$ cat config.mk
export PLATFORM = sky130hd
export DESIGN_NAME = read_response
export DESIGN_NICKNAME = d
export VERILOG_FILES = /design/src/rtl/axil_pkg.sv /design/src/rtl/timeout_counter.sv /design/src/rtl/read_response.sv
export SDC_FILE = /design/constraint.sdc
export NUM_CORES = 1
export LEC_CHECK = 0
export ABC_AREA = 1
export BUFFER_PORTS_ARGS = -buffer_cell sky130_fd_sc_hd__buf_2
export CELL_PAD_IN_SITES_DETAIL_PLACEMENT = 1
export CELL_PAD_IN_SITES_GLOBAL_PLACEMENT = 1
export CORE_MARGIN = 4
export CORE_UTILIZATION = 37
export CTS_CLUSTER_SIZE = 20
export DETAILED_ROUTE_END_ITERATION = 8
export HOLD_SLACK_MARGIN = 0.12
export PLACE_DENSITY = 0.84
export SKIP_CTS_REPAIR_TIMING = 1
export SLEW_MARGIN = 40
export SYNTH_ARGS = -nofsm -noshare
export SYNTH_HDL_FRONTEND = slang
export SYNTH_SLANG_ARGS = --single-unit
export TNS_END_PERCENT = 20
$ cat constraint.sdc
create_clock -name clk -period 2.7 [get_ports clk]
set_input_delay 0.27 -clock clk [delete_from_list [all_inputs] [get_ports clk]]
set_output_delay 0.27 -clock clk [all_outputs]
set_load 0.05 [all_outputs]
$ cat src/rtl/axil_pkg.sv
// Shared AXI4-Lite response codes and read-slave state encoding.
package axil_pkg;

  typedef enum logic [1:0] {
    OKAY   = 2'b00,
    EXOKAY = 2'b01,
    SLVERR = 2'b10,
    DECERR = 2'b11
  } resp_t;

  typedef enum logic [1:0] {
    IDLE  = 2'b00,
    ISSUE = 2'b01,
    WAIT  = 2'b10,
    RESP  = 2'b11
  } rd_state_t;

endpackage

$ cat src/rtl/timeout_counter.sv
// Saturating wait-cycle counter; flags the last allowed cycle while enabled.
module timeout_counter #(
  parameter int TIMEOUT_CYCLES = 64
) (
  input  logic clk,
  input  logic i_reset,
  input  logic i_clear,
  input  logic i_enable,
  output logic o_expired
);

  localparam int CW = $clog2(TIMEOUT_CYCLES) + 1;
  localparam logic [CW-1:0] LAST = CW'(TIMEOUT_CYCLES - 1);

  logic [CW-1:0] count_q, count_d;

  // Next count: clear wins, then increment while enabled, holding at LAST.
  always_comb begin
    count_d = count_q;
    if (i_clear)
      count_d = '0;
    else if (i_enable && (count_q != LAST))
      count_d = count_q + CW'(1);
  end

  // Count register.
  always_ff @(posedge clk) begin
    if (i_reset) count_q <= '0;
    else         count_q <= count_d;
  end

  assign o_expired = i_enable && (count_q == LAST);

endmodule

$ cat src/rtl/read_response.sv
// AXI4-Lite read slave: decodes AR, issues one tagged backend read,
// returns data or an error on R. All outputs come straight from flops.
module read_response
  import axil_pkg::*;
#(
  parameter int                    ADDR_WIDTH     = 32,
  parameter int                    DATA_WIDTH     = 32,
  parameter logic [ADDR_WIDTH-1:0] ADDR_LIMIT     = 'h0000_1000,
  parameter int                    TIMEOUT_CYCLES = 64
) (
  input  logic                  clk,
  input  logic                  i_reset,
  input  logic [ADDR_WIDTH-1:0] i_araddr,
  input  logic                  i_arvalid,
  output logic                  o_arready,
  output logic [DATA_WIDTH-1:0] o_rdata,
  output logic [1:0]            o_rresp,
  output logic                  o_rvalid,
  input  logic                  i_rready,
  output logic                  o_rd_req,
  output logic [ADDR_WIDTH-1:0] o_rd_addr,
  output logic                  o_rd_tag,
  input  logic                  i_rd_valid,
  input  logic [DATA_WIDTH-1:0] i_rd_data,
  input  logic                  i_rd_tag,
  input  logic                  i_rd_err
);

  rd_state_t             state_q, state_d;
  logic                  arready_q, arready_d;
  logic                  rvalid_q, rvalid_d;
  logic [DATA_WIDTH-1:0] rdata_q, rdata_d;
  resp_t                 rresp_q, rresp_d;
  logic                  rd_req_q, rd_req_d;
  logic [ADDR_WIDTH-1:0] rd_addr_q, rd_addr_d;
  logic                  rd_tag_q, rd_tag_d;
  logic                  expired;
  logic                  rsp_hit;

  // Only a response carrying the outstanding tag counts; stale ones are dropped.
  assign rsp_hit = i_rd_valid && (i_rd_tag == rd_tag_q);

  timeout_counter #(
    .TIMEOUT_CYCLES(TIMEOUT_CYCLES)
  ) u_tmo (
    .clk      (clk),
    .i_reset  (i_reset),
    .i_clear  (state_q == ISSUE),
    .i_enable (state_q == WAIT),
    .o_expired(expired)
  );

  // Next-state and registered-output computation.
  always_comb begin
    state_d   = state_q;
    arready_d = arready_q;
    rvalid_d  = rvalid_q;
    rdata_d   = rdata_q;
    rresp_d   = rresp_q;
    rd_req_d  = 1'b0;
    rd_addr_d = rd_addr_q;
    rd_tag_d  = rd_tag_q;
    unique case (state_q)
      IDLE: begin
        arready_d = 1'b1;
        if (i_arvalid && arready_q) begin
          arready_d = 1'b0;
          if (i_araddr >= ADDR_LIMIT) begin
            state_d  = RESP;
            rvalid_d = 1'b1;
            rdata_d  = '0;
            rresp_d  = DECERR;
          end else if (i_araddr[1:0] != 2'b00) begin
            state_d  = RESP;
            rvalid_d = 1'b1;
            rdata_d  = '0;
            rresp_d  = SLVERR;
          end else begin
            // Strobe and address land together in the ISSUE cycle.
            state_d   = ISSUE;
            rd_req_d  = 1'b1;
            rd_addr_d = i_araddr;
            rd_tag_d  = ~rd_tag_q;
          end
        end
      end
      ISSUE: begin
        state_d = WAIT;
      end
      WAIT: begin
        // A matching response in the final cycle beats the timeout.
        if (rsp_hit) begin
          state_d  = RESP;
          rvalid_d = 1'b1;
          rdata_d  = i_rd_data;
          rresp_d  = i_rd_err ? SLVERR : OKAY;
        end else if (expired) begin
          state_d  = RESP;
          rvalid_d = 1'b1;
          rdata_d  = '0;
          rresp_d  = SLVERR;
        end
      end
      RESP: begin
        if (i_rready && rvalid_q) begin
          state_d   = IDLE;
          rvalid_d  = 1'b0;
          arready_d = 1'b1;
        end
      end
      default: state_d = IDLE;
    endcase
  end

  // State and output registers.
  always_ff @(posedge clk) begin
    if (i_reset) begin
      state_q   <= IDLE;
      arready_q <= 1'b0;
      rvalid_q  <= 1'b0;
      rdata_q   <= '0;
      rresp_q   <= OKAY;
      rd_req_q  <= 1'b0;
      rd_addr_q <= '0;
      rd_tag_q  <= 1'b0;
    end else begin
      state_q   <= state_d;
      arready_q <= arready_d;
      rvalid_q  <= rvalid_d;
      rdata_q   <= rdata_d;
      rresp_q   <= rresp_d;
      rd_req_q  <= rd_req_d;
      rd_addr_q <= rd_addr_d;
      rd_tag_q  <= rd_tag_d;
    end
  end

  assign o_arready = arready_q;
  assign o_rvalid  = rvalid_q;
  assign o_rdata   = rdata_q;
  assign o_rresp   = rresp_q;
  assign o_rd_req  = rd_req_q;
  assign o_rd_addr = rd_addr_q;
  assign o_rd_tag  = rd_tag_q;

endmodule

==> results by group, run 1 <==
Final layout
  • Area Overhead vs Synth: 24.7%
  • Post-layout util: 0.480
  • Final Instance Area: 0.00450 mm^2
  • Layout cells sized above 1: 0.369
  • N_diodes: 0
  • NumNets Final: 665
  • Filler Cells Inserted: 1,266

GRT
  • Vias in the first global route: 3,497
  • Largest net degree at the start of global routing: 47
  • Initial antenna violation count: 0
  • GRT overflow: 0
  • GRT Total Usage: 0.186
  • First-pass GRT wire length: 17,200 um

Setup path
  • Crit path launch type: flop
  • Largest fanout on the critical path: 46
  • Worst setup EP type: flop
  • Req. time, crit path: 2.95 ns
  • Worst Path Arrival: 2.52 ns
  • Critical path class: reg2reg

Routing
  • DR pass1 iterations: 4
  • Post-route ant nets: 0
  • Final WL: 10,500 um
  • DR iter-0 viols: 104
  • Routed wire length per instance: 14.6 um
  • DR DRC count: 0
  • Vias per Instance: 4.82
  • Via count: 3,482

Timing
  • Min Tclk post-route: 2.27 ns
  • RSZ-0062 raised after global routing: no
  • Setup violations, final: 0
  • Clock skew: 0.0114 ns
  • Max-slew violations: 0
  • Final Hold Slack: 0.134 ns
  • Fin. Hold Viols: 0
  • Max Freq: 441 MHz
  • Worst-Margin Slew: 0.567 ns
  • Setup TNS: 0 ns
  • Rel. slew slack: 0.622
  • Final period utilization: 0.840

Hold path
  • Hold Crit Class: in2reg

Floorplan
  • Core area: 0.00937 mm^2
  • I/O Pins: 141
  • Die Wd: 107 um
  • Die Footprint: 0.0114 mm^2
  • Die Y: 107 um
  • Number of placement rows: 35
  • Starting Density: 0.385

Place
  • Post-DP HPWL: 7800 um
  • I/O Buffers: 140
  • GPL Wtd Cong: 0.816
  • Placed cell areas: 0.00431 mm^2

Status
  • Outcome: completed

Logic synthesis
  • Syn. warnings: 0
  • Cells after Synth: 460
  • Synth unique cells: 30
  • Register area share after synthesis: 0.438
  • Avg Inst Size Synth: 7.84 um^2
  • Cell area after synthesis: 0.00361 mm^2
  • #FFs+latches synth: 79
  • Syn Nets: 536

Power and ir drop
  • PwrDens: 862 mW/mm^2
  • P_leak: 2.18 nW
  • Peak VDD IR: 418 uV
  • Power, Total: 3.88 mW

Run
  • Number of max-cap violations: 0

Clocking
  • Clock Tree Root: clkbuf_8
  • CTS tree: built
  • Reg clk slew, reported paths: 0.09 ns
  • Total clock sinks: 79
  • Cts bufs inserted: 9
  • Worst skew pair latency: 0.35 ns
  • H-tree depth: 3
  • CTS max path bufs: 2
[power by group]
| group | internal (mW) | switching, mW |
|---|---|---|
| logic | 0.446 | 1.21 |
| registers | 1.30 | 0.0860 |
| clock network | 0.352 | 0.486 |
| total | 2.09 | 1.78 |
[metal layers]
layer	routed length (um)	track usage	vias to the layer above
met5	0	0	-
met4	150	0.0658	0
met3	785	0.0560	15
met2	5220	0.314	105
met1	4380	0.223	1641
li1	-	-	1721
[final cells by class]
cell class,count,area (um^2),area share
timing repair buffer,148,761,0.169
inverter,31,119,0.0264
multi-input combinational,320,1690,0.376
sequential,79,1580,0.352
clock buffer,9,124,0.0275
clock inverter,7,61.3,0.0136
tap,129,161,0.0359
[flip-flops by register name (all words and copies together) (netlist names)]
signal         flops
o_rd_tag           1
o_rdata           32
u_tmo.count_q      7
o_rvalid           1
o_rd_addr         32
o_rresp            2
o_rd_req           1
state_q            2
o_arready          1
[stage by stage]
stage,setup slack (ns),std cells
floorplan,1.01,460
global placement,0.563,707
detailed placement,0.444,707
CTS,0.400,723
global route,0.226,723
finish,0.432,723
[logic make-up after synthesis]
kind of cell	after synthesis	share of synthesized area
adder cells (fa/ha/maj)	5	0.0173
AND/OR/NAND/NOR	262	0.353
flip-flops	79	0.438
XOR/XNOR	1	0.00243
AO/OA/AOI/OAI	52	0.0954
buffers and inverters	61	0.0930
[cells in the mapped netlist (all sizes together)]
| master | instances | share of area |
|---|---|---|
| nand4 | 1 | 0.0017 |
| o21ai | 8 | 0.011 |
| nand3 | 51 | 0.10 |
| clkbuf | 11 | 0.011 |
| nor3 | 2 | 0.0042 |
| xor2 | 1 | 0.0024 |
| a31oi | 1 | 0.0017 |
| and2 | 1 | 0.0017 |
| nor2 | 81 | 0.088 |
| ha | 5 | 0.017 |
| dfxtp | 79 | 0.44 |
| inv | 31 | 0.033 |
| buf | 19 | 0.049 |
| a21oi | 42 | 0.080 |
| and3 | 23 | 0.040 |
| o311ai | 1 | 0.0024 |
| nand2 | 103 | 0.11 |
[worst paths after layout]
| path | from | to | slack, ns | depth (start not counted) |
|---|---|---|---|---|
| max | state_q[0]$_SDFFE_PP0P_ | o_rresp[0]$_SDFFE_PP0P_ | 0.43 | 10 |
| min | i_araddr[9] | o_rd_addr[9]$_SDFFE_PP0P_ | 0.13 | 3 |
| max reg2reg | state_q[0]$_SDFFE_PP0P_ | o_rresp[0]$_SDFFE_PP0P_ | 0.43 | 10 |
| min reg2reg | o_rdata[26]$_SDFFE_PP0P_ | o_rdata[26]$_SDFFE_PP0P_ | 0.48 | 2 |
[worst max-delay path: stages, from the launching register on]
cell,delay [ns]
dfxtp_1,0.39
inv_1,0.09
ha_1,0.25
inv_1,0.14
nor2_1,0.08
a21oi_1,0.17
nand2_2,0.09
inv_4,0.43
nand2_4,0.26
a21oi_1,0.20
nor2_1,0.06
[cells in the final DEF (no fill, tap or decap), types with 2 or more instances in the layout]
master / instances
nor2_4: 2
inv_6: 3
and3_1: 23
nand3_2: 24
o21ai_0: 8
ha_1: 5
nor2_1: 79
a21oi_1: 21
nand3_1: 27
dfxtp_1: 79
inv_1: 29
nand2_4: 2
a21oi_2: 21
nand2_1: 98
buf_2: 140
clkbuf_8: 9
clkinvlp_4: 2
nand2_2: 3
buf_4: 8
No activity file was read; power rests on OpenSTA's default activity.
==> run 2, diff against run 1 <==
- CORE_UTILIZATION: 37 -> 31
- PLACE_DENSITY: 0.84 -> 0.75
- clock period: 2.7 -> 1.8 ns (I/O delays scaled with it)
==> results by group, run 2 (synthesized netlist as in run 1, its figures left out) <==
Status
  • Outcome: completed

Clocking
  • CTS max path bufs: 2
  • Cts bufs inserted: 9
  • Clock Tree Root: clkbuf_16
  • CTS tree: built
  • Worst skew pair latency: 0.33 ns
  • Total clock sinks: 79
  • Reg clk slew, reported paths: 0.07 ns
  • H-tree depth: 3

Timing
  • Max Freq: 605 MHz
  • Setup TNS: 0 ns
  • Setup ws final: 0.147 ns
  • Setup violations, final: 0
  • Final period utilization: 0.918
  • Final Hold Slack: 0.190 ns
  • Clock skew: 0.00543 ns
  • Min Tclk post-route: 1.65 ns
  • Max-slew violations: 0
  • RSZ-0062 raised after global routing: no
  • Fin. Hold Viols: 0
  • Rel. slew slack: 0.707
  • Worst-Margin Slew: 0.437 ns

Floorplan
  • Starting Density: 0.316
  • I/O Pins: 141
  • Die Y: 116 um
  • Die Wd: 116 um
  • Core area: 0.0114 mm^2
  • Number of placement rows: 39
  • Die Footprint: 0.0134 mm^2

Final layout
  • NumNets Final: 682
  • Most common library cell in the layout ignoring fill and taps: buf_2
  • Filler Cells Inserted: 1,465
  • Layout cells sized above 1: 0.378
  • N_diodes: 0
  • Post-layout util: 0.427
  • Area Overhead vs Synth: 35.2%
  • Most frequent cells in the layout: buf_2, nand2_1, nor2_1, dfxtp_1, inv_1

Setup path
  • Worst reg2reg startpoint: state_q[0]$_SDFFE_PP0P_
  • Critical path class: reg2reg
  • Req. time, crit path: 2.07 ns
  • CP max stage cell: dfxtp_1
  • CP most frequent cell: a21oi_2
  • Reg2Reg Depth: 10
  • Crit path largest cell delay: 0.33 ns
  • Worst setup EP type: flop
  • Worst Path Arrival: 1.93 ns
  • Largest fanout on the critical path: 13
  • Crit path launch type: flop
  • Cells along the critical path: inv_1 > ha_1 > inv_2 > nor2_2 > a21oi_2 > nand2_2 > inv_6 > buf_8 > nand3_2 > a21oi_2
  • R2R setup slack: 0.15 ns
  • Worst R2R End: o_rdata[13]$_SDFFE_PP0P_

GRT
  • First-pass GRT wire length: 16,700 um
  • Vias in the first global route: 3,544
  • Initial antenna violation count: 0
  • GRT Total Usage: 0.155
  • Largest net degree at the start of global routing: 44
  • GRT overflow: 0

Routing
  • Final WL: 10,800 um
  • Via count: 3,514
  • DR iter-0 viols: 97
  • Vias per Instance: 4.66
  • Post-route ant nets: 0
  • DR DRC count: 0
  • Routed wire length per instance: 14.3 um
  • DR pass1 iterations: 4

Run
  • Number of max-cap violations: 0

Power and ir drop
  • PwrDens: 1380 mW/mm^2
  • P_leak: 2.33 nW
  • Peak VDD IR: 491 uV
  • Power, Total: 6.72 mW

Hold path
  • Hold Crit Class: in2reg
  • HP Start: i_reset
  • Hold depth: 2
  • Hold Crit Endpoint: o_rdata[28]$_SDFFE_PP0P_

Place
  • Pre-CTS WS: -0.0284 ns
  • I/O Buffers: 140
  • GPL Wtd Cong: 0.778
  • Post-DP HPWL: 7740 um
run 2: worst max-delay path: cells and delay by family, from the launching register on:
family / cells / cell delay (ns)
AND/OR/NAND/NOR: 3 / 0.26
buffers and inverters: 4 / 0.49
flip-flops: 1 / 0.33
AO/OA/AOI/OAI: 2 / 0.25
adder cells (fa/ha/maj): 1 / 0.25
run 2: routing by layer:
layer	part of all wire	GRT usage	wire, um
met5	0	0	0
met4	0.016	0.0456	169
met3	0.081	0.0653	876
met2	0.48	0.257	5220
met1	0.42	0.182	4520
run 2: stage by stage:
step	instances	cell area [um^2]
floorplan	460	3610
detailed placement	725	4410
global route	754	4880
finish	754	4880
global placement	725	4410
CTS	741	4700
run 2: how the worst max path moves through the flow:
| stage | from | cells past startpoint | to | slack, ns |
|---|---|---|---|---|
| floorplan | o_arready$_SDFFE_PP0P_ | 11 | o_rdata[20]$_SDFFE_PP0P_ | 0.11 |
| global placement | state_q[1]$_SDFFE_PP0P_ | 9 | o_rresp[0]$_SDFFE_PP0P_ | 0.05 |
| detailed placement | state_q[1]$_SDFFE_PP0P_ | 8 | o_rdata[8]$_SDFFE_PP0P_ | -0.03 |
| CTS | state_q[1]$_SDFFE_PP0P_ | 8 | o_rdata[8]$_SDFFE_PP0P_ | -0.06 |
| global route | state_q[1]$_SDFFE_PP0P_ | 11 | o_rdata[23]$_SDFFE_PP0P_ | 0.02 |
| finish | state_q[0]$_SDFFE_PP0P_ | 10 | o_rdata[13]$_SDFFE_PP0P_ | 0.15 |
run 2: layout make-up:
cell class,instances,area (um^2),area share
repair buffers,165,992,0.203
clock inverters,7,61.3,0.0126
multi-input cells,320,1710,0.352
well taps,143,179,0.0367
flip-flops and latches,79,1580,0.325
inverters,31,121,0.0249
clock buffers,9,225,0.0462
run 2: where the power goes:
part           total, mW  internal (mW)  switching, mW
Combinational       2.89          0.932           1.96
Clock               1.77          0.964          0.803
Sequential          2.07           1.95          0.117
==> run 3, diff against run 2 <==
- CELL_PAD_IN_SITES_DETAIL_PLACEMENT: 1 -> default
- CELL_PAD_IN_SITES_GLOBAL_PLACEMENT: 1 -> default
- CORE_UTILIZATION: 31 -> 44
==> results by group, run 3 (synthesized netlist as in run 1, its figures left out) <==
Place
  • Inst Count DP: 686
  • I/O Buffers: 140
  • Placed cell areas: 0.00439 mm^2
  • GPL Wtd Cong: 0.902
  • Post-DP HPWL: 6660 um

Clocking
  • Reg clk slew, reported paths: 0.09 ns
  • Clock Tree Root: clkbuf_8
  • H-tree depth: 3
  • Cts bufs inserted: 9
  • CTS tree: built
  • Worst skew pair latency: 0.34 ns
  • CTS max path bufs: 2
  • Total clock sinks: 79

Timing
  • Min Tclk post-route: 1.71 ns
  • Max Freq: 584 MHz
  • Worst-Margin Slew: 0.450 ns
  • Final Hold Slack: 0.183 ns
  • Final period utilization: 0.952
  • Clock skew: 0.00686 ns
  • Max-slew violations: 0
  • Rel. slew slack: 0.700
  • Setup violations, final: 0
  • Fin. Hold Viols: 0

Setup path
  • Worst setup EP type: flop
  • Largest fanout on the critical path: 21
  • Crit path launch type: flop
  • Worst setup startpoint: state_q[1]$_SDFFE_PP0P_
  • Worst Path Buf+Inv: 3
  • Crit path largest cell delay: 0.35 ns
  • Critical path class: reg2reg
  • Req. time, crit path: 2.05 ns
  • Worst path top cell family by delay: simple AND/OR/NAND/NOR gates
  • Worst Path Arrival: 1.96 ns
  • Worst reg2reg startpoint: state_q[1]$_SDFFE_PP0P_
  • CP max stage cell: dfxtp_2
  • Cells along the critical path: inv_1 > ha_2 > inv_2 > nor3_4 > nand2_4 > buf_12 > a21oi_1 > nor2_1

GRT
  • GRT overflow: 0
  • GRT Total Usage: 0.186
  • First-pass GRT wire length: 15,300 um
  • Initial antenna violation count: 0
  • Vias in the first global route: 3,365
  • Largest net degree at the start of global routing: 48

Routing
  • Via count: 3,390
  • DR DRC count: 0
  • DR pass1 iterations: 5
  • Routed wire length per instance: 13.0 um
  • Post-route ant nets: 0
  • Final WL: 9320 um
  • DR iter-0 viols: 109
  • Vias per Instance: 4.73

Floorplan
  • Die Footprint: 0.00971 mm^2
  • Die Y: 98.5 um
  • Core area: 0.00785 mm^2
  • Starting Density: 0.460
  • Die Wd: 98.5 um
  • Number of placement rows: 32
  • I/O Pins: 141

Final layout
  • Reg area: 0.00158 mm^2
  • Most frequent cells in the layout: buf_2, nand2_1, nor2_1, dfxtp_1, inv_1
  • Area occupied by multi-input gates: 0.00171 mm^2
  • N_diodes: 0
  • Layout cells sized above 1: 0.378
  • Post-route insts no fill: 716
  • Filler Cells Inserted: 703
  • Area Overhead vs Synth: 32.3%
  • Most common library cell in the layout ignoring fill and taps: buf_2
  • Final Instance Area: 0.00477 mm^2
  • NumNets Final: 685

Power and ir drop
  • P_leak: 2.31 nW
  • Peak VDD IR: 741 uV
  • PwrDens: 1330 mW/mm^2
  • Power, Total: 6.35 mW

Run
  • Number of max-cap violations: 0

Status
  • Outcome: completed

Hold path
  • HP Start: i_rd_data[18]
  • Hold Crit Class: in2reg
## run 3: changes by cell type in the layout (fill, tap and decap cells not counted), sizes merged
cell / before / now
buf: 154 / 157
inv: 36 / 33
bufinv: 0 / 2
clkbuf: 10 / 9
clkinv: 0 / 1
dlygate4sd3: 10 / 11
## run 3: routing by layer
metal  wire length, um  track usage  up-vias
li1                  -            -     1761
met1              3840        0.218     1502
met2              4490        0.318      111
met3               831       0.0644       16
met4               154       0.0651        0
met5                 0            0        -
## run 3: cell type report
type,count,area share
clock buffer,9,0.0260
clock inverter,7,0.0218
inverter,31,0.0254
multi-input combinational,320,0.359
sequential,79,0.332
tap,102,0.0267
timing repair buffer,168,0.210
## run 3: worst register-to-register path, delay by kind of cell (launching register included)
family                     cells  cell delay [ns]
adders and majority gates      1             0.21
and+or+nand+nor                3             0.56
buffers and inverters          3             0.37
DFF                            1             0.35
AOI/OAI and AO/OA              1             0.14
## run 3: stage by stage
stage	util	setup TNS [ns]	worst slack [ns]
CTS	0.588	-0.747	-0.0647
global route	0.608	-0.0331	-0.0214
finish	0.608	0	0.0862
global placement	0.559	0	0.112
floorplan	-	0	0.106
detailed placement	0.559	-0.0102	-0.0102
## run 3: path summary, 6_finish.rpt
kind	end	slack [ns]	cells after the start
hold reg to reg	o_rdata[0]$_SDFFE_PP0P_	0.47	2
setup reg to reg	o_rdata[3]$_SDFFE_PP0P_	0.09	8
hold / removal	o_rdata[18]$_SDFFE_PP0P_	0.18	5
setup / recovery	o_rdata[3]$_SDFFE_PP0P_	0.09	8
## run 3: where the power goes
group | switching, mW | total [mW] | internal (mW) | leakage [nW]
Sequential | 0.110 | 2.06 | 1.95 | 0.640
Clock | 0.693 | 1.49 | 0.798 | 0.108
Combinational | 1.88 | 2.80 | 0.919 | 1.57
